--- src/rtl/bcd_display_driver.sv ---
// Binary-to-BCD converter (sequential double-dabble, one bit per cycle) feeding
// an 8-digit common-anode multiplexed 7-segment display with leading-zero blanking.
module bcd_display_driver #(
    parameter int SCAN_DIV = 100000
) (
    input  logic        clk,
    input  logic        rstn,
    input  logic [26:0] in_data,
    input  logic        OutOfRange,
    output logic [31:0] bcd_out,
    output logic        busy,
    output logic        conv_done,
    output logic [7:0]  an,
    output logic [6:0]  seg
);

    localparam int                SCAN_W   = (SCAN_DIV > 1) ? $clog2(SCAN_DIV) : 1;
    localparam logic [SCAN_W-1:0] SCAN_MAX = SCAN_W'(SCAN_DIV - 1);
    localparam logic [26:0]       MAX_VAL  = 27'd99999999;
    localparam logic [6:0]        SEG_DASH = 7'b0111111;
    localparam logic [6:0]        SEG_OFF  = 7'h7F;

    typedef enum logic [1:0] {IDLE = 2'd0, SHIFT = 2'd1, DONE = 2'd2} state_t;

    function automatic logic [6:0] seg_decode(input logic [3:0] nib);
        logic [6:0] s;
        case (nib)
            4'd0:    s = 7'b1000000;
            4'd1:    s = 7'b1111001;
            4'd2:    s = 7'b0100100;
            4'd3:    s = 7'b0110000;
            4'd4:    s = 7'b0011001;
            4'd5:    s = 7'b0010010;
            4'd6:    s = 7'b0000010;
            4'd7:    s = 7'b1111000;
            4'd8:    s = 7'b0000000;
            4'd9:    s = 7'b0010000;
            default: s = SEG_OFF;
        endcase
        return s;
    endfunction

    // Double-dabble correction: any nibble >= 5 would overflow a decimal digit after the shift.
    function automatic logic [35:0] add3_all(input logic [35:0] acc);
        logic [35:0] r;
        r = acc;
        for (int k = 0; k < 9; k++) begin
            if (acc[4*k +: 4] >= 4'd5) begin
                r[4*k +: 4] = acc[4*k +: 4] + 4'd3;
            end else begin
                r[4*k +: 4] = acc[4*k +: 4];
            end
        end
        return r;
    endfunction

    state_t              state_q, state_d;
    logic [26:0]         value_q, value_d;
    logic                ovf_q, ovf_d;
    logic [35:0]         acc_q, acc_d;
    logic [26:0]         bin_q, bin_d;
    logic [4:0]          cnt_q, cnt_d;
    logic [31:0]         bcd_q, bcd_d;
    logic                busy_q, busy_d;
    logic                done_q, done_d;
    logic [SCAN_W-1:0]   scan_q, scan_d;
    logic [2:0]          idx_q, idx_d;
    logic [7:0]          an_q, an_d;
    logic [6:0]          seg_q, seg_d;
    logic [62:0]         shifted_s;
    logic                upper_zero_s;
    logic [3:0]          nib_s;

    // Conversion FSM next-state and datapath.
    always_comb begin
        state_d   = state_q;
        value_d   = value_q;
        ovf_d     = ovf_q;
        acc_d     = acc_q;
        bin_d     = bin_q;
        cnt_d     = cnt_q;
        bcd_d     = bcd_q;
        shifted_s = {add3_all(acc_q), bin_q} << 1;
        case (state_q)
            IDLE: begin
                if (in_data != value_q) begin
                    value_d = in_data;
                    acc_d   = 36'd0;
                    if (in_data > MAX_VAL) begin
                        ovf_d   = 1'b1;
                        state_d = DONE;
                    end else begin
                        ovf_d   = 1'b0;
                        bin_d   = in_data;
                        cnt_d   = 5'd27;
                        state_d = SHIFT;
                    end
                end else begin
                    state_d = IDLE;
                end
            end
            SHIFT: begin
                acc_d = shifted_s[62:27];
                bin_d = shifted_s[26:0];
                cnt_d = cnt_q - 5'd1;
                if (cnt_q == 5'd1) begin
                    state_d = DONE;
                end else begin
                    state_d = SHIFT;
                end
            end
            DONE: begin
                bcd_d   = acc_q[31:0];
                state_d = IDLE;
            end
            default: begin
                state_d = IDLE;
            end
        endcase
        busy_d = (state_d != IDLE);
        done_d = (state_q == DONE);
    end

    // Digit scan and segment selection; an/seg are registered from the current index.
    always_comb begin
        if (scan_q == SCAN_MAX) begin
            scan_d = '0;
            idx_d  = idx_q + 3'd1;
        end else begin
            scan_d = scan_q + SCAN_W'(1);
            idx_d  = idx_q;
        end
        upper_zero_s = 1'b1;
        for (int k = 0; k < 8; k++) begin
            if ((k >= int'(idx_q)) && (bcd_q[4*k +: 4] != 4'd0)) begin
                upper_zero_s = 1'b0;
            end else begin
                upper_zero_s = upper_zero_s;
            end
        end
        nib_s = bcd_q[{idx_q, 2'b00} +: 4];
        an_d  = ~(8'b1 << idx_q);
        if (OutOfRange || ovf_q) begin
            seg_d = SEG_DASH;
        end else if ((idx_q != 3'd0) && upper_zero_s) begin
            seg_d = SEG_OFF;
        end else begin
            seg_d = seg_decode(nib_s);
        end
    end

    // State register for conversion and display.
    always_ff @(posedge clk or negedge rstn) begin
        if (!rstn) begin
            state_q <= IDLE;
            value_q <= 27'd0;
            ovf_q   <= 1'b0;
            acc_q   <= 36'd0;
            bin_q   <= 27'd0;
            cnt_q   <= 5'd0;
            bcd_q   <= 32'd0;
            busy_q  <= 1'b0;
            done_q  <= 1'b0;
            scan_q  <= '0;
            idx_q   <= 3'd0;
            an_q    <= 8'hFF;
            seg_q   <= SEG_OFF;
        end else begin
            state_q <= state_d;
            value_q <= value_d;
            ovf_q   <= ovf_d;
            acc_q   <= acc_d;
            bin_q   <= bin_d;
            cnt_q   <= cnt_d;
            bcd_q   <= bcd_d;
            busy_q  <= busy_d;
            done_q  <= done_d;
            scan_q  <= scan_d;
            idx_q   <= idx_d;
            an_q    <= an_d;
            seg_q   <= seg_d;
        end
    end

    assign bcd_out   = bcd_q;
    assign busy      = busy_q;
    assign conv_done = done_q;
    assign an        = an_q;
    assign seg       = seg_q;

endmodule
--- config.mk ---
export PLATFORM = sky130hd
export DESIGN_NAME = bcd_display_driver
export DESIGN_NICKNAME = d
export VERILOG_FILES = /design/src/rtl/bcd_display_driver.sv
export SDC_FILE = /design/constraint.sdc
export NUM_CORES = 1
export LEC_CHECK = 0
export ABC_AREA = 1
export CAP_MARGIN = 10
export CORE_UTILIZATION = 25
export DETAILED_ROUTE_END_ITERATION = 16
export MAX_ROUTING_LAYER = met4
export REMOVE_ABC_BUFFERS = 1
export SLEW_MARGIN = 30
export SYNTH_ARGS = -nofsm -noshare
export SYNTH_HDL_FRONTEND = slang
export SYNTH_SLANG_ARGS = --single-unit
--- constraint.sdc ---
create_clock -name clk -period 2.2 [get_ports clk]
set_input_delay 0.33 -clock clk [delete_from_list [all_inputs] [get_ports clk]]
set_output_delay 0.33 -clock clk [all_outputs]
set_load 0.02 [all_outputs]
======== Word-level counts from Yosys, hierarchy flattened ========
Memories as Yosys holds them, arrays and structs flattened.
Cells that the tools add are included.
storage, ports and cells
  flip-flop bits (word level) ............. 167
  bits in read-only memories .............. 112
  input port bits ......................... 30
  output and inout bits ................... 49
  word-level logic and storage cells ...... 110
  memories ................................ 1
cells by class
  $add $sub $neg .......................... 12
  $lt $le $gt $ge ......................... 17
  equal/unequal tests ..................... 7
  shifts and indexed selects .............. 2
  multiplexer cells ....................... 33
  bitwise operators ....................... 1
  reduce and logical (&&, ||, !) cells .... 24
memory list
  memory            words  width  read ports  clocked after memory_dff  wr ports  line  source
  (name not given)  16     7      1           0                         0         27    case (nib)
operators with widths
  kind                                                                number
  case mux 36 bit (2 select lines)                                    1
  2-to-1 mux 27 bit                                                   2
  case mux 27 bit (2 select lines)                                    1
  greater-or-equal comparator 4 x 3 -> 1 bit (second input constant)  9
  2-to-1 mux 36 bit                                                   1
  adder 4 x 2 -> 4 bit (second input constant)                        8
  2-to-1 mux 4 bit                                                    8
  nonzero test 4 bit                                                  8
  variable part select 32 x 6 -> 4 bit                                1
  > comparator 27 bit (second input constant)                         1
  != test 27 bit                                                      1
  adder 17 x 1 -> 17 bit (second input constant)                      1
  == test 17 bit (second input constant)                              1
  2-to-1 mux 17 bit                                                   1
  2-to-1 mux 7 bit                                                    2
  2-to-1 mux 5 bit                                                    2
  case mux 5 bit (2 select lines)                                     1
  greater-or-equal comparator 3 bit (first input constant)            3
  2-to-1 mux 1 bit                                                    9
  logical AND 1 bit                                                   8
  inverter 8 bit                                                      1
  left shift 1 x 3 -> 8 bit (first input constant)                    1
  greater-or-equal comparator 1 x 3 -> 1 bit (first input constant)   2
  greater-or-equal comparator 2 x 3 -> 1 bit (first input constant)   2
  other kinds (16)                                                    21

======== Logic depth before layout (Yosys ltp) ========
Gate-level depths: netlist of the first run.
  word-level depth ........................ 13
  gate-level depth with buffers ........... 13

======== Worst setup path after synthesis of the first run ========
OpenSTA, ideal clock, no wires.
  kind .................................... register -> register
  start point ............................. reg idx_q[0]
  end point ............................... reg seg_q[5], in the netlist seg[5]
  arrival ................................. 1.766 ns
  setup slack ............................. 0.341 ns
  stages on the path, launching flop included .. 12
  cells stage by stage .................... dfrtp_1 > inv_2 > buf_2 > a21oi_1 > o21ai_0 > o21ai_0 > nor2_1 > inv_1 > ha_1 > or2_1 > nand3_1 > nand4_1
on the way
  word-level cells in the longest chain between the ends .. 13
RTL lines
  what                                        line  source
  start: declaration                          67    logic [2:0] idx_q, idx_d;
  start signal: assignment                    179   idx_q <= idx_d;
  greater-or-equal comparator 1 x 3 -> 1 bit  135   if ((k >= int'(idx_q)) && (bcd_q[4*k +: 4] != 4'd0)) begin
  logical AND 1 bit                           135
  2-to-1 mux 1 bit (8 in series)              135
  logical AND 1 bit                           145   end else if ((idx_q != 3'd0) && upper_zero_s) begin
  2-to-1 mux 7 bit *                          145
  2-to-1 mux 7 bit *                          143   if (OutOfRange || ovf_q) begin
  net seg_d[5]                                69    logic [6:0] seg_q, seg_d;
  end signal: assignment                      181   seg_q <= seg_d;
  end: declaration                            69
The timed path passes the listed nets; every way through them passes the cells marked *.
A chain may end at the register's enable or synchronous reset.

======== Worst setup path in the final report of the first run ========
  start point ............................. reg idx_q[1]
  end point ............................... reg seg_q[0], in the netlist seg[0]
Same word-level chain as after synthesis.

==> results.py, run 1 <==
metrics = {
    "synth": {
        "syn_area_per_cell_um2": 7.92,
        "synthAdderAreaFrac": 0.0431,
        "synth_top_family_by_area": "simple AND/OR/NAND/NOR gates",
        "syn_inst": 1099,
        "ys_seq_area_frac": 0.471,
        "netlist-cell-type-count": 36,
        "synth_warnings": 0,
        "synth_xor_area_frac": 0.0393,
        "ys_seq_elements": 163,
        "synth_simple_gate_area_share": 0.281,
        "synth_compound_area_frac": 0.0953,
        "syn_area_mm2": 0.00870,
        "muxShareOfSynthArea": 0,
    },
    "run_status": {
        "outcome": "finished clean",
    },
    "final_layout": {
        "drive_above_1_share": 0.0997,
        "nFillCells": 3620,
        "fin_cells": 1662,
        "area_growth_pct": 25.8,
        "mostFrequentLayoutCells": "nand2_1 (320), dfrtp_1 (147), nand3_1 (109)",
        "fin_nets": 1261,
        "final_util": 0.323,
        "antenna_cells": 0,
        "fin_area_mm2": 0.0109,
        "final_common_cell": "nand2_1",
    },
    "clock_tree": {
        "h-tree-depth": 4,
        "cts_tree": "done",
        "insertion_delay_ps": 440,
        "cts_buffer_depth": 2,
        "clockRootBuffer": "clkbuf_16",
        "path_clk_slew_ps": 70,
        "cts_sinks": 163,
        "numCtsBuffers": 17,
    },
    "routing": {
        "dr.pass1.iters": 6,
        "vias_per_cell": 4.53,
        "ant_nets": 0,
        "drt_iter0_markers": 484,
        "routed_wl_mm": 21.6,
        "route.detailed.drc": 0,
        "vias": 7537,
        "post_drt_wl_per_cell_um": 13.0,
    },
    "critical_path": {
        "slowest_stage": "dfrtp_1",
        "cp.arrival_ps": 2330,
        "slowest_delay_ps": 480,
        "r2r_end": "seg[0]",
        "cp_common_cell": "inv_1",
        "cp_cell_sequence": "inv_1 > nor2_1 > o211ai_1 > nand4_1 > inv_1 > ha_1 > inv_1 > a21oi_1 > o21ai_1 > nand4_1",
        "rr_worst_depth": 10,
        "critical_path_class": "reg2reg",
        "path_max_fanout": 8,
        "required_ps": 2550,
        "worst_setup_path_start_kind": "flip-flop",
        "r2r_start": "idx_q[1]",
        "r2r_setup_slack_ps": 220,
        "crit_path_end_kind": "flip-flop",
    },
    "global_routing": {
        "grt-ovfl-total": 0,
        "grt_use_total": 0.131,
        "antenna_found_initial": 0,
        "grt_max_degree": 102,
        "grt_pass1_wl_mm": 36.8,
        "grt_pass1_vias": 7254,
    },
    "sta": {
        "finalCriticalPeriod_ps": 1980,
        "tightestPinTransition_ps": 562,
        "final.setup_skew_ps": 7.45,
        "fin_ws_ps": 222,
        "slew_viol_final": 0,
        "setup_violations": 0,
        "period_share": 0.899,
        "grt_setup_unrepaired": "no",
        "relSlewSlack": 0.625,
        "fmax_mhz": 505,
        "hold_viol": 0,
    },
    "pwr": {
        "power.leakage_nw": 5.17,
        "vdd_drop_max_v": 0.000656,
        "pwr_density_cell_mw_per_mm2": 1230,
        "finalPower_mw": 13.4,
    },
    "job": {
        "cap_violations": 0,
    },
    "placed_design": {
        "place_ws_ps": -24.7,
        "place.gp.congestion": 0.892,
        "portBuffers": 78,
        "hpwl_mm": 15.1,
        "place_area_mm2": 0.0103,
        "dpl.cell_count": 1626,
    },
    "floorplanning": {
        "die_w_um": 189,
        "initial_core_util": 0.257,
        "coreArea_mm2": 0.0339,
        "num_rows": 67,
        "dieArea_mm2": 0.0356,
        "die_h_um": 189,
        "ioPinCount": 79,
    },
    "min_path": {
        "min_path_type": "in2async",
    },
}
==> routing by layer <==
| metal | global-route usage | vias up | share of wire |
|---|---|---|---|
| li1 | - | 3804 | - |
| met1 | 0.186 | 3505 | 0.51 |
| met2 | 0.187 | 210 | 0.43 |
| met3 | 0.0270 | 18 | 0.051 |
| met4 | 0.0369 | 0 | 0.013 |
| met5 | - | - | 0 |
==> per-stage QoR <==
stage	hold WS [ps]	setup TNS, ps
2_1_floorplan	34.4	-96480
3_3_place_gp	302	-9.37
3_5_place_dp	311	-160
4_1_cts	410	0
5_1_grt	417	0
6_report	394	0
==> Yosys cell counts <==
cell	n	area [µm²]
nand3_1	109	546
buf_1	8	30.0
nor2_1	56	210
ha_1	30	375
buf_2	14	70.1
a21boi_1	2	15.0
inv_1	99	372
or2_1	2	12.5
buf_4	3	22.5
dfrtp_1	148	3700
nor3_1	5	25.0
buf_6	2	22.5
nand2_2	1	6.26
nand2_4	1	11.3
xnor2_1	25	219
o21ai_1	10	50.1
or2_2	2	12.5
nor2_2	2	12.5
o21ai_2	1	8.76
o211ai_1	10	75.1
o21ai_0	95	475
nand3_2	3	30.0
dfstp_2	15	394
nor3_2	2	20.0
a21oi_1	34	170
clkbuf_1	20	75.1
o31ai_1	1	7.51
nand4_1	47	294
o21bai_1	2	15.0
nor2_4	2	22.5
nand2_1	321	1200
xor2_1	14	123
inv_2	5	18.8
nor3b_1	1	7.51
nor4_1	5	31.3
a31oi_1	2	12.5
==> final cells by class <==
type | instances | area (µm²) | area share
well taps | 448 | 561 | 0.0512
inverters | 104 | 390 | 0.0357
repair buffers | 130 | 1290 | 0.118
clock inverters | 14 | 168 | 0.0153
flip-flops and latches | 163 | 4100 | 0.374
multi-input cells | 785 | 4000 | 0.366
clock buffers | 18 | 439 | 0.0401
==> report_power, final <==
| group | switching (mW) | total [mW] | leakage [nW] | internal [mW] |
|---|---|---|---|---|
| Clock | 1.35 | 3.09 | 0.293 | 1.74 |
| Sequential | 0.924 | 5.02 | 2.04 | 4.10 |
| Combinational | 3.08 | 5.34 | 2.84 | 2.26 |
==> critical path, delay by kind of cell (launching register included) <==
| family | cells | cell delay, ps |
|---|---|---|
| adder cells (fa/ha/maj) | 1 | 210 |
| AND/OR/NAND/NOR | 3 | 540 |
| AO/OA/AOI/OAI | 3 | 340 |
| flip-flops | 1 | 480 |
| buffers and inverters | 3 | 310 |
==> how the worst max path moves through the flow <==
stage | start | to | slack, ps
CTS | idx_q[2] | seg[0] | 120
finish | idx_q[1] | seg[0] | 220
floorplan | state_q[1] | cnt_q[3] | -1780
global route | idx_q[1] | seg[3] | 2
global placement | in_data[9] | bin_q[3] | -6
detailed placement | in_data[6] | acc_q[12] | -20
==> what timing repair did <==
item                       CTS  global route
hold endpoints to repair    44             0
hold buffers                 1             0
resized for setup            0             1
buffers inserted             0             3
setup endpoints to repair    0             3
==> cell families after synthesis <==
kind of cell | after synthesis
and+or+nand+nor | 559
DFF | 163
AOI/OAI and AO/OA | 157
buffers and inverters | 151
xor gates and xnor gates | 39
adders and majority gates | 30
==> sequential cells by signal, summed over array words and instances (netlist names) <==
name	count
bcd_out	32
seg	7
an	8
value_q	27
acc_q	32
cnt_q	5
state_q	2
scan_q	17
bin_q	27
idx_q	3
conv_done	1
ovf_q	1
busy	1
Power figures use the tool's default switching activity.
==> run 2, diff against run 1 <==
Settings changed: CELL_PAD_IN_SITES_DETAIL_PLACEMENT set to 1, CELL_PAD_IN_SITES_GLOBAL_PLACEMENT set to 2, PLACE_DENSITY_LB_ADDON set to 0.1, SKIP_CTS_REPAIR_TIMING set to 1.
==> run 2 against run 1 <==
  * Register-to-register slack barely moved
  * Combinational power is 4% higher
  * Design area up 1.5%
  * Critical endpoint is now seg[3]
  * Worst hold slack better by 29 ps
==> results.py, run 2 (same netlist as run 1, synthesis figures left out) <==
metrics = {
    "clock_tree": {
        "cts_sinks": 163,
        "path_clk_slew_ps": 70,
        "cts_tree": "done",
        "insertion_delay_ps": 430,
        "clockRootBuffer": "clkbuf_16",
        "cts_buffer_depth": 2,
        "h-tree-depth": 4,
        "numCtsBuffers": 17,
    },
    "floorplanning": {
        "coreArea_mm2": 0.0339,
        "dieArea_mm2": 0.0356,
        "initial_core_util": 0.257,
        "die_w_um": 189,
        "ioPinCount": 79,
        "die_h_um": 189,
        "num_rows": 67,
    },
    "critical_path": {
        "path_max_fanout": 4,
        "worst_setup_path_start_kind": "flip-flop",
        "r2r_end": "seg[3]",
        "crit_path_end_kind": "flip-flop",
        "rr_worst_depth": 10,
        "required_ps": 2540,
        "r2r_setup_slack_ps": 210,
        "r2r_start": "idx_q[2]",
        "cp.arrival_ps": 2330,
        "critical_path_class": "reg2reg",
    },
    "global_routing": {
        "grt_max_degree": 102,
        "grt_pass1_wl_mm": 43.8,
        "antenna_found_initial": 0,
        "grt_use_total": 0.161,
        "grt_pass1_vias": 7954,
        "grt-ovfl-total": 0,
    },
    "final_layout": {
        "multi_input_area_mm2": 0.00401,
        "seq_area_mm2": 0.00410,
        "fin_area_mm2": 0.0111,
        "area_growth_pct": 27.7,
        "mostFrequentLayoutCells": "nand2_1 (320), dfrtp_1 (148), nand3_1 (109)",
        "final_common_cell": "nand2_1",
        "antenna_cells": 0,
        "fin_nets": 1281,
        "drive_above_1_share": 0.113,
        "nFillCells": 4049,
    },
    "routing": {
        "dr.pass1.iters": 4,
        "vias_per_cell": 4.52,
        "post_drt_wl_per_cell_um": 15.7,
        "drt_iter0_markers": 324,
        "vias": 7604,
        "routed_wl_mm": 26.5,
        "ant_nets": 0,
        "route.detailed.drc": 0,
    },
    "sta": {
        "grt_setup_unrepaired": "no",
        "finalCriticalPeriod_ps": 1990,
        "setup_violations": 0,
        "hold_viol": 0,
        "tightestPinTransition_ps": 586,
        "period_share": 0.904,
        "slew_viol_final": 0,
        "relSlewSlack": 0.606,
        "fmax_mhz": 503,
        "final.setup_skew_ps": 9.02,
        "holdWs_ps": 423,
        "finalSetupTns_ps": 0,
    },
    "pwr": {
        "vdd_drop_max_v": 0.000583,
        "pwr_density_cell_mw_per_mm2": 1230,
        "power.leakage_nw": 5.26,
    },
    "job": {
        "cap_violations": 0,
    },
    "placed_design": {
        "place.gp.congestion": 0.757,
        "place_area_mm2": 0.0105,
        "portBuffers": 78,
        "hpwl_mm": 19.0,
    },
    "run_status": {
        "outcome": "finished clean",
    },
    "min_path": {
        "min_path_type": "in2async",
    },
}
==> run 2: layer usage <==
metal  vias to the layer above  share of wire  GRT usage
met3                        12          0.021     0.0294
met4                         0         0.0067     0.0372
met2                        78           0.47      0.257
met5                         -              0          -
met1                      3680           0.50      0.211
li1                       3834              -          -
==> run 2: through the flow <==
stage	utilization	setup WS, ps	power [mW]	cells
2_1_floorplan	-	-1780	8.50	1052
3_3_place_gp	0.310	-110	10.7	1649
3_5_place_dp	0.310	-133	10.8	1649
4_1_cts	0.328	151	14.0	1681
5_1_grt	0.328	18.8	15.0	1682
6_report	0.328	212	13.7	1682
==> run 2: power by group <==
| part | switching, mW | total [mW] | internal [mW] |
|---|---|---|---|
| Clock | 1.31 | 3.13 | 1.82 |
| Sequential | 0.923 | 5.02 | 4.10 |
| Combinational | 3.24 | 5.54 | 2.30 |
==> run 2: layout make-up <==
class	instances	share of cell area
inverters	104	0.0351
flip-flops and latches	163	0.369
repair buffers	150	0.131
well taps	448	0.0505
clock buffers	20	0.0402
multi-input cells	785	0.361
clock inverters	12	0.0142
==> run 2: how the worst max path moves through the flow <==
stage	startpoint	to	slack, ps
finish	idx_q[2]	seg[3]	210
global route	idx_q[2]	seg[3]	20
CTS	idx_q[1]	seg[3]	150
detailed placement	in_data[20]	value_q[17]	-130
global placement	in_data[20]	value_q[19]	-110
floorplan	state_q[1]	cnt_q[3]	-1780
==> run 2: critical path, cell delays in order, from the launching register on <==
cell and delay, ps:
dfrtp_1 400, buf_4 160, nor2_1 240, o21ai_0 120
o21ai_0 250, nor2_1 100, buf_4 160, ha_1 260
nand2_1 60, nand2_1 70, nand4_1 70
